$ cat config.mk
export PLATFORM = sky130hd
export DESIGN_NAME = logcap_cmd_sequencer
export DESIGN_NICKNAME = d
export VERILOG_FILES = /design/src/rtl/logcap_pkg.sv /design/src/rtl/logcap_rr_arbiter.sv /design/src/rtl/logcap_cmd_sequencer.sv
export SDC_FILE = /design/constraint.sdc
export NUM_CORES = 1
export LEC_CHECK = 0
export CAP_MARGIN = 20
export CORE_MARGIN = 3
export CORE_UTILIZATION = 30
export CTS_CLUSTER_DIAMETER = 150
export DETAILED_ROUTE_END_ITERATION = 8
export PLACE_DENSITY = 0.79
export SYNTH_ARGS = -nofsm -noshare
export SYNTH_HDL_FRONTEND = slang
export SYNTH_SLANG_ARGS = --single-unit
export TNS_END_PERCENT = 20
$ cat constraint.sdc
create_clock -name clk -period 2.11 [get_ports clk]
set_input_delay 0.3165 -clock clk [delete_from_list [all_inputs] [get_ports clk]]
set_output_delay 0.3165 -clock clk [all_outputs]
set_load 0.05 [all_outputs]
$ cat src/rtl/logcap_pkg.sv
// logcap_pkg: shared definitions for the logic-capture command sequencer.
// Holds the capture-core function codes, status bit positions, the sequencer
// state enumeration, the request payload struct and a command legality helper.
package logcap_pkg;

   localparam int unsigned CMD_W    = 8;
   localparam int unsigned DATA_W   = 64;
   localparam int unsigned STATUS_W = 8;

   // Capture-core function codes
   localparam logic [CMD_W-1:0] CMD_NOP                 = 8'h00;
   localparam logic [CMD_W-1:0] CMD_START               = 8'h01;
   localparam logic [CMD_W-1:0] CMD_ABORT               = 8'h02;
   localparam logic [CMD_W-1:0] CMD_TRIGGER_CONFIGURE   = 8'h03;
   localparam logic [CMD_W-1:0] CMD_BUFFER_CONFIGURE    = 8'h04;
   localparam logic [CMD_W-1:0] CMD_READ_TRACE_DATA     = 8'h05;
   localparam logic [CMD_W-1:0] CMD_READ_TRACE_SIZE     = 8'h06;
   localparam logic [CMD_W-1:0] CMD_READ_TRIGGER_SAMPLE = 8'h07;
   localparam logic [CMD_W-1:0] CMD_ACK                 = 8'h08;
   localparam logic [CMD_W-1:0] CMD_RESET               = 8'h09;

   // Status bit positions
   localparam int unsigned IDLE_BIT = 0;
   localparam int unsigned ACK_BIT  = 3;

   typedef enum logic [2:0] {
      ST_IDLE,
      ST_ISSUE,
      ST_WAIT_ACK,
      ST_CAPTURE,
      ST_SEND_ACK,
      ST_WAIT_RELEASE,
      ST_RESPOND
   } seq_state_t;

   // Command plus register payload offered by one requester
   typedef struct packed {
      logic [CMD_W-1:0]  cmd;
      logic [DATA_W-1:0] data;
   } req_t;

   // NOP and ACK are reserved for the handshake and never issued on request
   function automatic logic is_illegal_cmd(input logic [CMD_W-1:0] cmd);
      return (cmd == CMD_NOP) || (cmd == CMD_ACK);
   endfunction

endpackage

$ cat src/rtl/logcap_rr_arbiter.sv
// logcap_rr_arbiter: two-requester round-robin arbiter.
// Ports:
//   clk, reset   - clock, synchronous active-high reset
//   req[1:0]     - pending requests
//   take         - the current grant is consumed this cycle
//   gnt_valid_c  - some request is pending (combinational)
//   gnt_id_c     - requester that would be granted (combinational)
// The last-grant register resets to 1 so requester 0 wins the first tie.
module logcap_rr_arbiter (
   input  logic       clk,
   input  logic       reset,
   input  logic [1:0] req,
   input  logic       take,
   output logic       gnt_valid_c,
   output logic       gnt_id_c
);

   logic last_gnt;

   // Tie goes to the requester that was not granted last
   always_comb begin
      gnt_valid_c = |req;
      gnt_id_c    = 1'b0;
      if (req == 2'b11) begin
         gnt_id_c = ~last_gnt;
      end else if (req[1]) begin
         gnt_id_c = 1'b1;
      end
   end

   always_ff @(posedge clk) begin
      if (reset) begin
         last_gnt <= 1'b1;
      end else if (take && gnt_valid_c) begin
         last_gnt <= gnt_id_c;
      end
   end

endmodule

$ cat src/rtl/logcap_cmd_sequencer.sv
// logcap_cmd_sequencer: arbitrates two command requesters and runs the
// strobe / ack / capture / release handshake with the logic-capture core.
// Ports:
//   clk, reset                - clock, synchronous active-high reset
//   req{0,1}Valid/Cmd/Data    - requester command, payload {regIn7..regIn0}
//   req{0,1}Ready             - one-cycle accept pulse
//   rspValid/rspId/rspData/rspError - one-cycle response with captured regOut
//   command, commandStrobe    - function code to the core, qualified by strobe
//   regIn                     - payload of the last granted request
//   regOut                    - core result registers
//   status                    - core status (ACK_BIT used, IDLE_BIT ignored)
// Optional feature: define LOGCAP_SEQ_TIMEOUT_EN to abort transactions that
// spend ACK_TIMEOUT_CLKS cycles in WAIT_ACK or WAIT_RELEASE.
module logcap_cmd_sequencer
   import logcap_pkg::*;
#(
   parameter int unsigned ACK_TIMEOUT_CLKS = 1024
) (
   input  logic              clk,
   input  logic              reset,
   input  logic              req0Valid,
   input  logic              req1Valid,
   input  logic [CMD_W-1:0]  req0Cmd,
   input  logic [CMD_W-1:0]  req1Cmd,
   input  logic [DATA_W-1:0] req0Data,
   input  logic [DATA_W-1:0] req1Data,
   output logic              req0Ready,
   output logic              req1Ready,
   output logic              rspValid,
   output logic              rspId,
   output logic [DATA_W-1:0] rspData,
   output logic              rspError,
   output logic [CMD_W-1:0]  command,
   output logic              commandStrobe,
   output logic [DATA_W-1:0] regIn,
   input  logic [DATA_W-1:0] regOut,
   input  logic [STATUS_W-1:0] status
);

   seq_state_t state, state_next;

   logic gnt_valid_c;
   logic gnt_id_c;
   req_t req0_c, req1_c, gnt_req_c;
   logic ack_c;
   logic tmo_expired_c;

   logic              strobe_d;
   logic [CMD_W-1:0]  command_d;
   logic [1:0]        ready_d;
   logic              rsp_valid_d;
   logic              rsp_error_d;
   logic              rsp_id_d;
   logic [DATA_W-1:0] rsp_data_d;
   logic [DATA_W-1:0] reg_in_d;

   // Only the ack bit drives the handshake
   logic unused_status;
   assign unused_status = ^{status[STATUS_W-1:ACK_BIT+1], status[ACK_BIT-1:IDLE_BIT]};
   assign ack_c = status[ACK_BIT];

   assign req0_c    = '{cmd: req0Cmd, data: req0Data};
   assign req1_c    = '{cmd: req1Cmd, data: req1Data};
   assign gnt_req_c = gnt_id_c ? req1_c : req0_c;

   logcap_rr_arbiter u_arb (
      .clk         (clk),
      .reset       (reset),
      .req         ({req1Valid, req0Valid}),
      .take        (state == ST_IDLE),
      .gnt_valid_c (gnt_valid_c),
      .gnt_id_c    (gnt_id_c)
   );

`ifdef LOGCAP_SEQ_TIMEOUT_EN
   localparam int unsigned TMO_W = $clog2(ACK_TIMEOUT_CLKS) + 1;
   logic [TMO_W-1:0] tmo_cnt;

   // Restarts on every state change, so it counts cycles within the current wait state
   always_ff @(posedge clk) begin
      if (reset) begin
         tmo_cnt <= '0;
      end else if (state_next != state) begin
         tmo_cnt <= '0;
      end else if ((state == ST_WAIT_ACK) || (state == ST_WAIT_RELEASE)) begin
         tmo_cnt <= tmo_cnt + TMO_W'(1);
      end
   end

   assign tmo_expired_c = (tmo_cnt == TMO_W'(ACK_TIMEOUT_CLKS - 1));
`else
   localparam int unsigned unused_timeout_clks = ACK_TIMEOUT_CLKS;
   assign tmo_expired_c = 1'b0;
`endif

   // State register
   always_ff @(posedge clk) begin
      if (reset) begin
         state <= ST_IDLE;
      end else begin
         state <= state_next;
      end
   end

   // Next-state logic; ack wins over a same-cycle timeout
   always_comb begin
      state_next = state;
      unique case (state)
         ST_IDLE: begin
            if (gnt_valid_c) begin
               state_next = is_illegal_cmd(gnt_req_c.cmd) ? ST_RESPOND : ST_ISSUE;
            end
         end
         ST_ISSUE:     state_next = ST_WAIT_ACK;
         ST_WAIT_ACK: begin
            if (ack_c) begin
               state_next = ST_CAPTURE;
            end else if (tmo_expired_c) begin
               state_next = ST_RESPOND;
            end
         end
         ST_CAPTURE:   state_next = ST_SEND_ACK;
         ST_SEND_ACK:  state_next = ST_WAIT_RELEASE;
         ST_WAIT_RELEASE: begin
            if (!ack_c || tmo_expired_c) begin
               state_next = ST_RESPOND;
            end
         end
         ST_RESPOND:   state_next = ST_IDLE;
         default:      state_next = ST_IDLE;
      endcase
   end

   // Output logic: next values of the registered outputs, keyed on the coming state
   always_comb begin
      strobe_d    = 1'b0;
      command_d   = CMD_NOP;
      ready_d     = '0;
      rsp_valid_d = 1'b0;
      rsp_error_d = 1'b0;
      rsp_id_d    = rspId;
      rsp_data_d  = rspData;
      reg_in_d    = regIn;

      if ((state == ST_IDLE) && gnt_valid_c) begin
         ready_d[gnt_id_c] = 1'b1;
         reg_in_d          = gnt_req_c.data;
         rsp_id_d          = gnt_id_c;
         rsp_data_d        = '0;
      end

      if (state == ST_CAPTURE) begin
         rsp_data_d = regOut;
      end

      if (state_next == ST_ISSUE) begin
         strobe_d  = 1'b1;
         command_d = gnt_req_c.cmd;
      end

      if (state_next == ST_SEND_ACK) begin
         strobe_d  = 1'b1;
         command_d = CMD_ACK;
      end

      // Only a normal release reaches RESPOND error-free; illegal and timeout paths flag it
      if (state_next == ST_RESPOND) begin
         rsp_valid_d = 1'b1;
         rsp_error_d = !((state == ST_WAIT_RELEASE) && !ack_c);
      end
   end

   // Output registers
   always_ff @(posedge clk) begin
      if (reset) begin
         commandStrobe <= 1'b0;
         command       <= CMD_NOP;
         req0Ready     <= 1'b0;
         req1Ready     <= 1'b0;
         rspValid      <= 1'b0;
         rspError      <= 1'b0;
         rspId         <= 1'b0;
         rspData       <= '0;
         regIn         <= '0;
      end else begin
         commandStrobe <= strobe_d;
         command       <= command_d;
         req0Ready     <= ready_d[0];
         req1Ready     <= ready_d[1];
         rspValid      <= rsp_valid_d;
         rspError      <= rsp_error_d;
         rspId         <= rsp_id_d;
         rspData       <= rsp_data_d;
         regIn         <= reg_in_d;
      end
   end

endmodule

==> results.toml, run 1 <==
[setup_path]
arrival_ns = 1.63
cp.required_ns = 1.79
end_kind = "output pin"
start_kind = "flop"
worstPathCellList = "clkdlybuf4s50_1"
slowest_stage = "clkdlybuf4s50_1"
crit_path_max_fanout = 2
critPathBufInv = 1
crit_type = "flop to output pin"
cpPeakStageDelay_ns = 0.86
path_delay_family = "buffers and inverters"

[timing]
rsz0062_at_grt = "false"
finalWorstSetupSlack_ns = 0.160
final.setup.tns_ns = 0
fmax_mhz = 513
period_minus_slack_ns = 1.95
slew_headroom_pct = 60.9
slew_viol_final = 0
tightestPinTransition_ns = 0.587
hold_viol = 0
fin_crit_sh_pct = 92.4
finalSetupViolCount = 0
fin_skew_ns = 0.00946

[finish]
fin_cells = 1310
drive_gt1_share_pct = 7.07
nNetsFinal = 1282
area_delta_synth_final_pct = 79.0

[synthesis]
synth_edf_count = 0
syn-cell-area_sq_mm = 0.00576
synth.most_common_cell = "nand2_1"
syn_inst = 722
synth_cell_types = 32
ys.flop_type = "dfxtp_1"
synth_area_per_cell_sq_um = 7.98
synth_seq_cells = 146
yosysWarningCount = 0
synth_area_leaders = "dfxtp_1 51%, nand2_1 13%, a311oi_1 9.7%"
async_flop_share_pct = 0
synth_commonest_cells = "206 x nand2_1, 146 x dfxtp_1, 73 x a21oi_1"
syn-num-nets = 942
seq_area_frac_synth_pct = 50.7
synth_top_cell_area_share_pct = 50.7
yosys.area.top_type = "dfxtp_1"

[clocking]
post-cts-setup-buffers = 0
cts_num_sinks = 146
clk_pin_slew_ns = 0.06
cts_tree = "done"
cts.root.buffer_cell = "clkbuf_16"
cts.path.max_buffers = 2
cts-buffers-inserted = 17
ctsResizeCount = 0
cts-hold-fix-buffers = 0
cts-htree-levels = 4
worstSkewPairLatency_ns = 0.42

[route]
route.detailed.drc = 0
drtPass1Iterations = 4
wl_per_cell_um = 16.1
viasPerCell = 4.82
vias = 6319
drtIter0Drc = 163
ant_nets = 0
routed_wl_mm = 21.1

[place]
port_buffers = 354
hpwl_mm = 15.4
dp_cells = 1277
pre_cts_ws_ns = 0.0422
routabilityCongestion = 0.821

[global_routing]
grt_max_degree = 84
grt-ovfl-total = 0
antenna_found_initial = 1
grt_pass1_wl_mm = 31.5
grt_pass1_vias = 6228
track_usage_pct = 19.1

[hold_path]
hp-class = "input pin to flop"

[floorplan]
start_util_pct = 30.7
design.die.area_sq_mm = 0.0209
placementRows = 50
ios = 362
die_width_um = 145
die_h_um = 145
core_area_sq_mm = 0.0188

[power]
power.density_mw_per_mm2 = 1130
p_total_mw = 11.6
power.leakage_nw = 3.77
max-vdd-ir-drop_mv = 0.613

[status]
status = "finished clean"

[flow_run]
drv_cap = 0
==> stage by stage <==
step / hold slack (ns) / cell area, sq um / utilization, %
after floorplan: 0.452 / 5760 / -
after global routing: 0.234 / 10300 / 54.9
after global placement: 0.452 / 9720 / 51.8
after CTS: 0.228 / 10300 / 54.9
final: 0.244 / 10300 / 54.9
after detailed placement: 0.459 / 9720 / 51.8
==> state kept, by name, summed over array words and instances (netlist names), 3 cells and up <==
signal   count
state        3
rspData     64
regIn       64
command      8
==> placed cells by master (no fill, tap or decap), types with 2 or more instances in the layout <==
| cell type | count |
|---|---|
| clkdlybuf4s50_1 | 353 |
| nand2_1 | 206 |
| dfxtp_1 | 146 |
| a21oi_1 | 73 |
| nor2_1 | 71 |
| nand3_1 | 66 |
| a311oi_1 | 64 |
| buf_4 | 21 |
| clkbuf_16 | 17 |
| buf_12 | 13 |
| inv_8 | 5 |
| inv_6 | 4 |
| nor3_1 | 3 |
| o21bai_1 | 3 |
| clkinvlp_4 | 3 |
| or3_4 | 2 |
| nor4_1 | 2 |
| o21ai_0 | 2 |
| clkinv_4 | 2 |
==> where the power goes <==
group / switching, mW / leakage, nW / internal [mW]
Clock: 1.33 / 0.281 / 1.68
Combinational: 3.17 / 2.29 / 1.92
Sequential: 0.274 / 1.20 / 3.26
==> layout make-up <==
type / count / area (sq um)
antenna: 1 / 2.50
clock buffer: 17 / 425
clock inverter: 15 / 161
fill: 1701 / 8460
inverter: 1 / 3.75
multi-input combinational: 509 / 2550
sequential: 146 / 2920
tap: 234 / 293
timing repair buffer: 387 / 3950
==> kinds of logic after synthesis <==
kind of cell	after synthesis	synth area share (%)
flops	146	50.7
simple gates	357	25.7
buf+inv	67	5.54
compound gates	151	17.8
mux	1	0.174
==> worst paths after layout <==
kind / from / endpoint / depth (start not counted) / slack [ns]
min: reset / req0Ready / 3 / 0.24
min reg2reg: rspData[44] / rspData[44] / 2 / 0.47
max: regIn[62] / regIn[62] / 1 / 0.16
max reg2reg: state[2] / regIn[60] / 6 / 0.36
==> layer usage <==
metal	part of all wire, %	wire [um]	global-route usage (%)	up-vias
met2	49	10200	33.1	259
li1	-	-	-	3179
met3	11	2300	8.76	33
met5	0	0	0	-
met4	2.7	580	7.41	0
met1	38	7980	20.1	2848
Power figures use the tool's default switching activity.
==> run 2, diff against run 1 <==
--- a/config.mk
+++ b/config.mk
@@ -6,11 +6,12 @@
 export NUM_CORES = 1
 export LEC_CHECK = 0
 export CAP_MARGIN = 20
-export CORE_MARGIN = 3
-export CORE_UTILIZATION = 30
+export CORE_AREA = 3 3 140 142
 export CTS_CLUSTER_DIAMETER = 150
 export DETAILED_ROUTE_END_ITERATION = 8
-export PLACE_DENSITY = 0.79
+export DIE_AREA = 0 0 143 145
+export PLACE_DENSITY = 0.81
+export SLEW_MARGIN = 0
 export SYNTH_ARGS = -nofsm -noshare
 export SYNTH_HDL_FRONTEND = slang
 export SYNTH_SLANG_ARGS = --single-unit
==> constraint.sdc (replaced) <==
create_clock -name clk -period 2.41 [get_ports clk]
set_input_delay 0.3615 -clock clk [delete_from_list [all_inputs] [get_ports clk]]
set_output_delay 0.3615 -clock clk [all_outputs]
set_load 0.05 [all_outputs]
==> run 2 against run 1 <==
  * Critical path depth stayed put
  * First-iteration DRC count is 52% higher
  * Flip-flop and latch count stayed put
  * Clock-buffer cell count is 1 higher
  * Sequential power is 12% lower
  * Sequential share of layout area is 0.49 points higher
  * Critical path type unchanged
  * Largest power group unchanged
==> results.toml, run 2 (synthesis gave the netlist of run 1 again) <==
[floorplan]
die_h_um = 145
start_util_pct = 31.0
die_width_um = 143
ios = 362
placementRows = 50
core_area_sq_mm = 0.0186
design.die.area_sq_mm = 0.0207

[power]
clockPowerShare_pct = 25.2
power.leakage_nw = 3.68
seqPwrFrac_pct = 31.2
switching_share_pct = 41.5
power.density_mw_per_mm2 = 978
comb_power_share_pct = 43.6
p_switching_mw = 4.12
max-vdd-ir-drop_mv = 0.565
p_int_mw = 5.80
p_total_mw = 9.92

[finish]
multi_input_area_sq_mm = 0.00255
final_common_cell = "clkdlybuf4s50_1"
final_cell_mix = "353 x clkdlybuf4s50_1, 206 x nand2_1, 146 x dfxtp_1"
num-fill-cells = 1684
stdcell_area_sq_mm = 0.0101
top_regs = "regIn: 64 flops, rspData: 64 flops, command: 8 flops"
drive_gt1_share_pct = 5.93
postLayoutCoreUtil_pct = 54.6
nNetsFinal = 1269
seqCellArea_sq_mm = 0.00292
fin_cells = 1297
area_delta_synth_final_pct = 76.0

[route]
routed_wl_mm = 20.8
wl_per_cell_um = 16.0
drtIter0Drc = 248
ant_nets = 0
route.detailed.drc = 0
viasPerCell = 4.90
vias = 6358
drtPass1Iterations = 4

[timing]
fin_hold_ws_ns = 0.287
fmax_mhz = 502
final.setup.tns_ns = 0
finalSetupViolCount = 0
fin_crit_sh_pct = 82.6
hold_viol = 0
slew_viol_final = 0
slew_headroom_pct = 51.9
tightestPinTransition_ns = 0.721
fin_skew_ns = 0.0135
period_minus_slack_ns = 1.99
finalWorstSetupSlack_ns = 0.418
rsz0062_at_grt = "false"

[setup_path]
slowest_stage = "clkdlybuf4s50_1"
r2r_start = "state[0]"
cp.required_ns = 2.05
crit_path_max_fanout = 2
arrival_ns = 1.63
path_delay_family = "buffers and inverters"
critPathBufInv = 1
reg2reg_slack_ns = 0.54
start_kind = "flop"
cpPeakStageDelay_ns = 0.85
end_kind = "output pin"
crit_type = "flop to output pin"
worstPathCellList = "clkdlybuf4s50_1"
startpoint = "regIn[62]"

[clocking]
cts.root.buffer_cell = "clkbuf_16"
post-cts-setup-buffers = 0
ctsResizeCount = 0
cts.path.max_buffers = 2
cts-htree-levels = 4
clk_pin_slew_ns = 0.06
cts_tree = "done"
worstSkewPairLatency_ns = 0.41
cts-buffers-inserted = 17
cts-hold-fix-buffers = 0
cts_num_sinks = 146

[place]
hpwl_mm = 15.1
pre_cts_ws_ns = 0.217
routabilityCongestion = 0.827
dp_cells = 1264
port_buffers = 354
placed_cell_area_sq_mm = 0.00957

[global_routing]
antenna_found_initial = 1
grt_pass1_wl_mm = 31.7
grt_max_degree = 137
grt_pass1_vias = 6043
track_usage_pct = 18.9
grt-ovfl-total = 0

[flow_run]
drv_cap = 0

[status]
status = "finished clean"

[hold_path]
worstHoldStart = "reset"
hp-class = "input pin to flop"
## run 2: changes by cell type in the layout (fill, tap and decap cells not counted), sizes merged
cell and delta:
clkbuf +1, bufinv -1, clkinv +3, clkinvlp -1, inv -2, buf -13
## run 2: cell type report
cell class / count / share of cell area, %
diodes: 1 / 0.0247
well taps: 234 / 2.89
clock buffers: 18 / 4.33
inverters: 1 / 0.0370
clock inverters: 14 / 1.19
repair buffers: 374 / 37.5
multi-input cells: 509 / 25.2
flip-flops and latches: 146 / 28.8
## run 2: path summary, 6_finish.rpt
check                      to  cells after the start
hold reg to reg   rspData[18]                      2
setup / recovery    regIn[62]                      1
hold / removal      req1Ready                      3
setup reg to reg    regIn[49]                      6
## run 2: power groups by stage
stage	sequential [mW]	clock [mW]	combinational (mW)
2_1_floorplan	4.57	0	1.30
3_3_place_gp	3.13	0	4.30
3_5_place_dp	3.15	0	4.34
4_1_cts	3.10	2.57	4.35
5_1_grt	3.15	2.69	4.59
6_report	3.10	2.50	4.32
## run 2: routing by layer
layer	track usage (%)	vias to the layer above	wire length (um)
met4	4.75	2	300
met5	0	-	7
met2	31.9	261	10000
li1	-	3147	-
met1	21.5	2925	8250
met3	8.87	23	2210
==> run 3, diff against run 2 <==
--- a/config.mk
+++ b/config.mk
@@ -6,11 +6,11 @@
 export NUM_CORES = 1
 export LEC_CHECK = 0
 export CAP_MARGIN = 20
-export CORE_AREA = 3 3 140 142
+export CORE_AREA = 3 3 141 143
 export CTS_CLUSTER_DIAMETER = 150
 export DETAILED_ROUTE_END_ITERATION = 8
-export DIE_AREA = 0 0 143 145
-export PLACE_DENSITY = 0.81
+export DIE_AREA = 0 0 144 146
+export PLACE_DENSITY = 0.8
 export SLEW_MARGIN = 0
 export SYNTH_ARGS = -nofsm -noshare
 export SYNTH_HDL_FRONTEND = slang
==> constraint.sdc (replaced) <==
create_clock -name clk -period 2.05 [get_ports clk]
set_input_delay 0.3075 -clock clk [delete_from_list [all_inputs] [get_ports clk]]
set_output_delay 0.3075 -clock clk [all_outputs]
set_load 0.05 [all_outputs]
==> run 3 against run 2 <==
  * Highest routed layer is now met4
  * Largest cell class unchanged
  * Critical endpoint is now regIn[36]
  * Register-to-register slack worse by 0.24 ns
  * Die area up 1.4%
  * Power increased by 20%
==> results.toml, run 3 (synthesis gave the netlist of run 1 again) <==
[clocking]
cts.root.buffer_cell = "clkbuf_16"
worstSkewPairLatency_ns = 0.42
cts-buffers-inserted = 17
ctsResizeCount = 0
cts-htree-levels = 4
cts-hold-fix-buffers = 0
post-cts-setup-buffers = 0
cts_tree = "done"
cts.path.max_buffers = 2
cts_num_sinks = 146
clk_pin_slew_ns = 0.07

[timing]
finalSetupViolCount = 0
final.setup.tns_ns = 0
slew_headroom_pct = 50.1
period_minus_slack_ns = 1.92
slew_viol_final = 0
fin_crit_sh_pct = 93.6
fin_skew_ns = 0.0101
fmax_mhz = 521
hold_viol = 0
rsz0062_at_grt = "false"
tightestPinTransition_ns = 0.748

[floorplan]
die_width_um = 144
ios = 362
design.die.area_sq_mm = 0.0210
die_h_um = 146
placementRows = 50
start_util_pct = 30.8
core_area_sq_mm = 0.0187

[finish]
postLayoutCoreUtil_pct = 54.3
area_delta_synth_final_pct = 76.2
seqCellArea_sq_mm = 0.00292
final_common_cell = "clkdlybuf4s50_1"
multi_input_area_sq_mm = 0.00255
drive_gt1_share_pct = 5.94
num-fill-cells = 1717
final_cell_mix = "352 x clkdlybuf4s50_1, 206 x nand2_1, 146 x dfxtp_1"
fin_cells = 1295
top_regs = "regIn: 64 flops, rspData: 64 flops, command: 8 flops"
n_antenna_cell = 0
nNetsFinal = 1268

[setup_path]
cp.required_ns = 1.74
crit_type = "flop to output pin"
cpPeakStageDelay_ns = 0.83
slowest_stage = "clkdlybuf4s50_1"
arrival_ns = 1.61
r2r_start = "state[2]"
startpoint = "regIn[36]"
worstPathCellList = "clkdlybuf4s50_1"
start_kind = "flop"
crit_path_max_fanout = 2
critPathBufInv = 1
end_kind = "output pin"
path_delay_family = "buffers and inverters"

[global_routing]
grt_max_degree = 137
antenna_found_initial = 0
track_usage_pct = 19.0
grt-ovfl-total = 0
grt_pass1_vias = 6004
grt_pass1_wl_mm = 31.8

[route]
ant_nets = 0
viasPerCell = 4.90
vias = 6345
route.detailed.drc = 0
drtPass1Iterations = 4
routed_wl_mm = 21.0
wl_per_cell_um = 16.2
drtIter0Drc = 277

[hold_path]
hp-class = "input pin to flop"
worstHoldStart = "reset"

[power]
power.leakage_nw = 3.69
max-vdd-ir-drop_mv = 0.587
p_total_mw = 11.9
power.density_mw_per_mm2 = 1170

[flow_run]
drv_cap = 0

[place]
hpwl_mm = 15.2
routabilityCongestion = 0.812
dp_cells = 1263
port_buffers = 354

[status]
status = "finished clean"
## run 3: cell types whose count changed in the layout (fill, tap and decap cells not counted)
cell	delta
clkinv_8	+1
diode_2	-1
clkbuf_8	-1
clkinv_2	-1
inv_6	+3
inv_8	-1
clkinv_4	-2
bufinv_16	+1
clkdlybuf4s50_1	-1
## run 3: worst reg2reg max path: cells and delay by family, from the launching register on
kind | cells | cell delay (ns)
AND/OR/NAND/NOR | 3 | 0.64
flip-flops | 1 | 0.37
AO/OA/AOI/OAI | 1 | 0.26
buffers and inverters | 2 | 0.38
## run 3: layout make-up
type / count / share of cell area (%)
timing repair buffer: 373 / 37.4
sequential: 146 / 28.8
multi-input combinational: 509 / 25.1
clock buffer: 17 / 4.19
tap: 234 / 2.88
clock inverter: 15 / 1.57
inverter: 1 / 0.0370
## run 3: through the flow
step	instance area (sq um)	hold slack (ns)	setup slack (ns)
3_3_place_gp	9560	0.453	0.156
4_1_cts	10100	0.218	0.0691
6_report	10100	0.240	0.132
5_1_grt	10100	0.234	0.0573
2_1_floorplan	5760	0.443	0.554
3_5_place_dp	9560	0.457	0.0971
## run 3: power by group
part           switching (mW)  internal [mW]
Combinational            3.26           1.87
Clock                    1.37           1.73
Sequential              0.277           3.36
## run 3: final timing paths
path              cells after the start           to  slack, ns
setup / recovery                      1    regIn[36]       0.13
hold / removal                        3    req0Ready       0.24
setup reg to reg                      6    regIn[43]       0.30
hold reg to reg                       2  rspData[61]       0.46
## run 3: metal layers
| layer | vias up | global-route usage (%) | routed length [um] |
|---|---|---|---|
| li1 | 3139 | - | - |
| met1 | 2913 | 21.0 | 7950 |
| met2 | 268 | 32.1 | 10200 |
| met3 | 25 | 8.91 | 2480 |
| met4 | 0 | 6.21 | 373 |
| met5 | - | 0 | 0 |
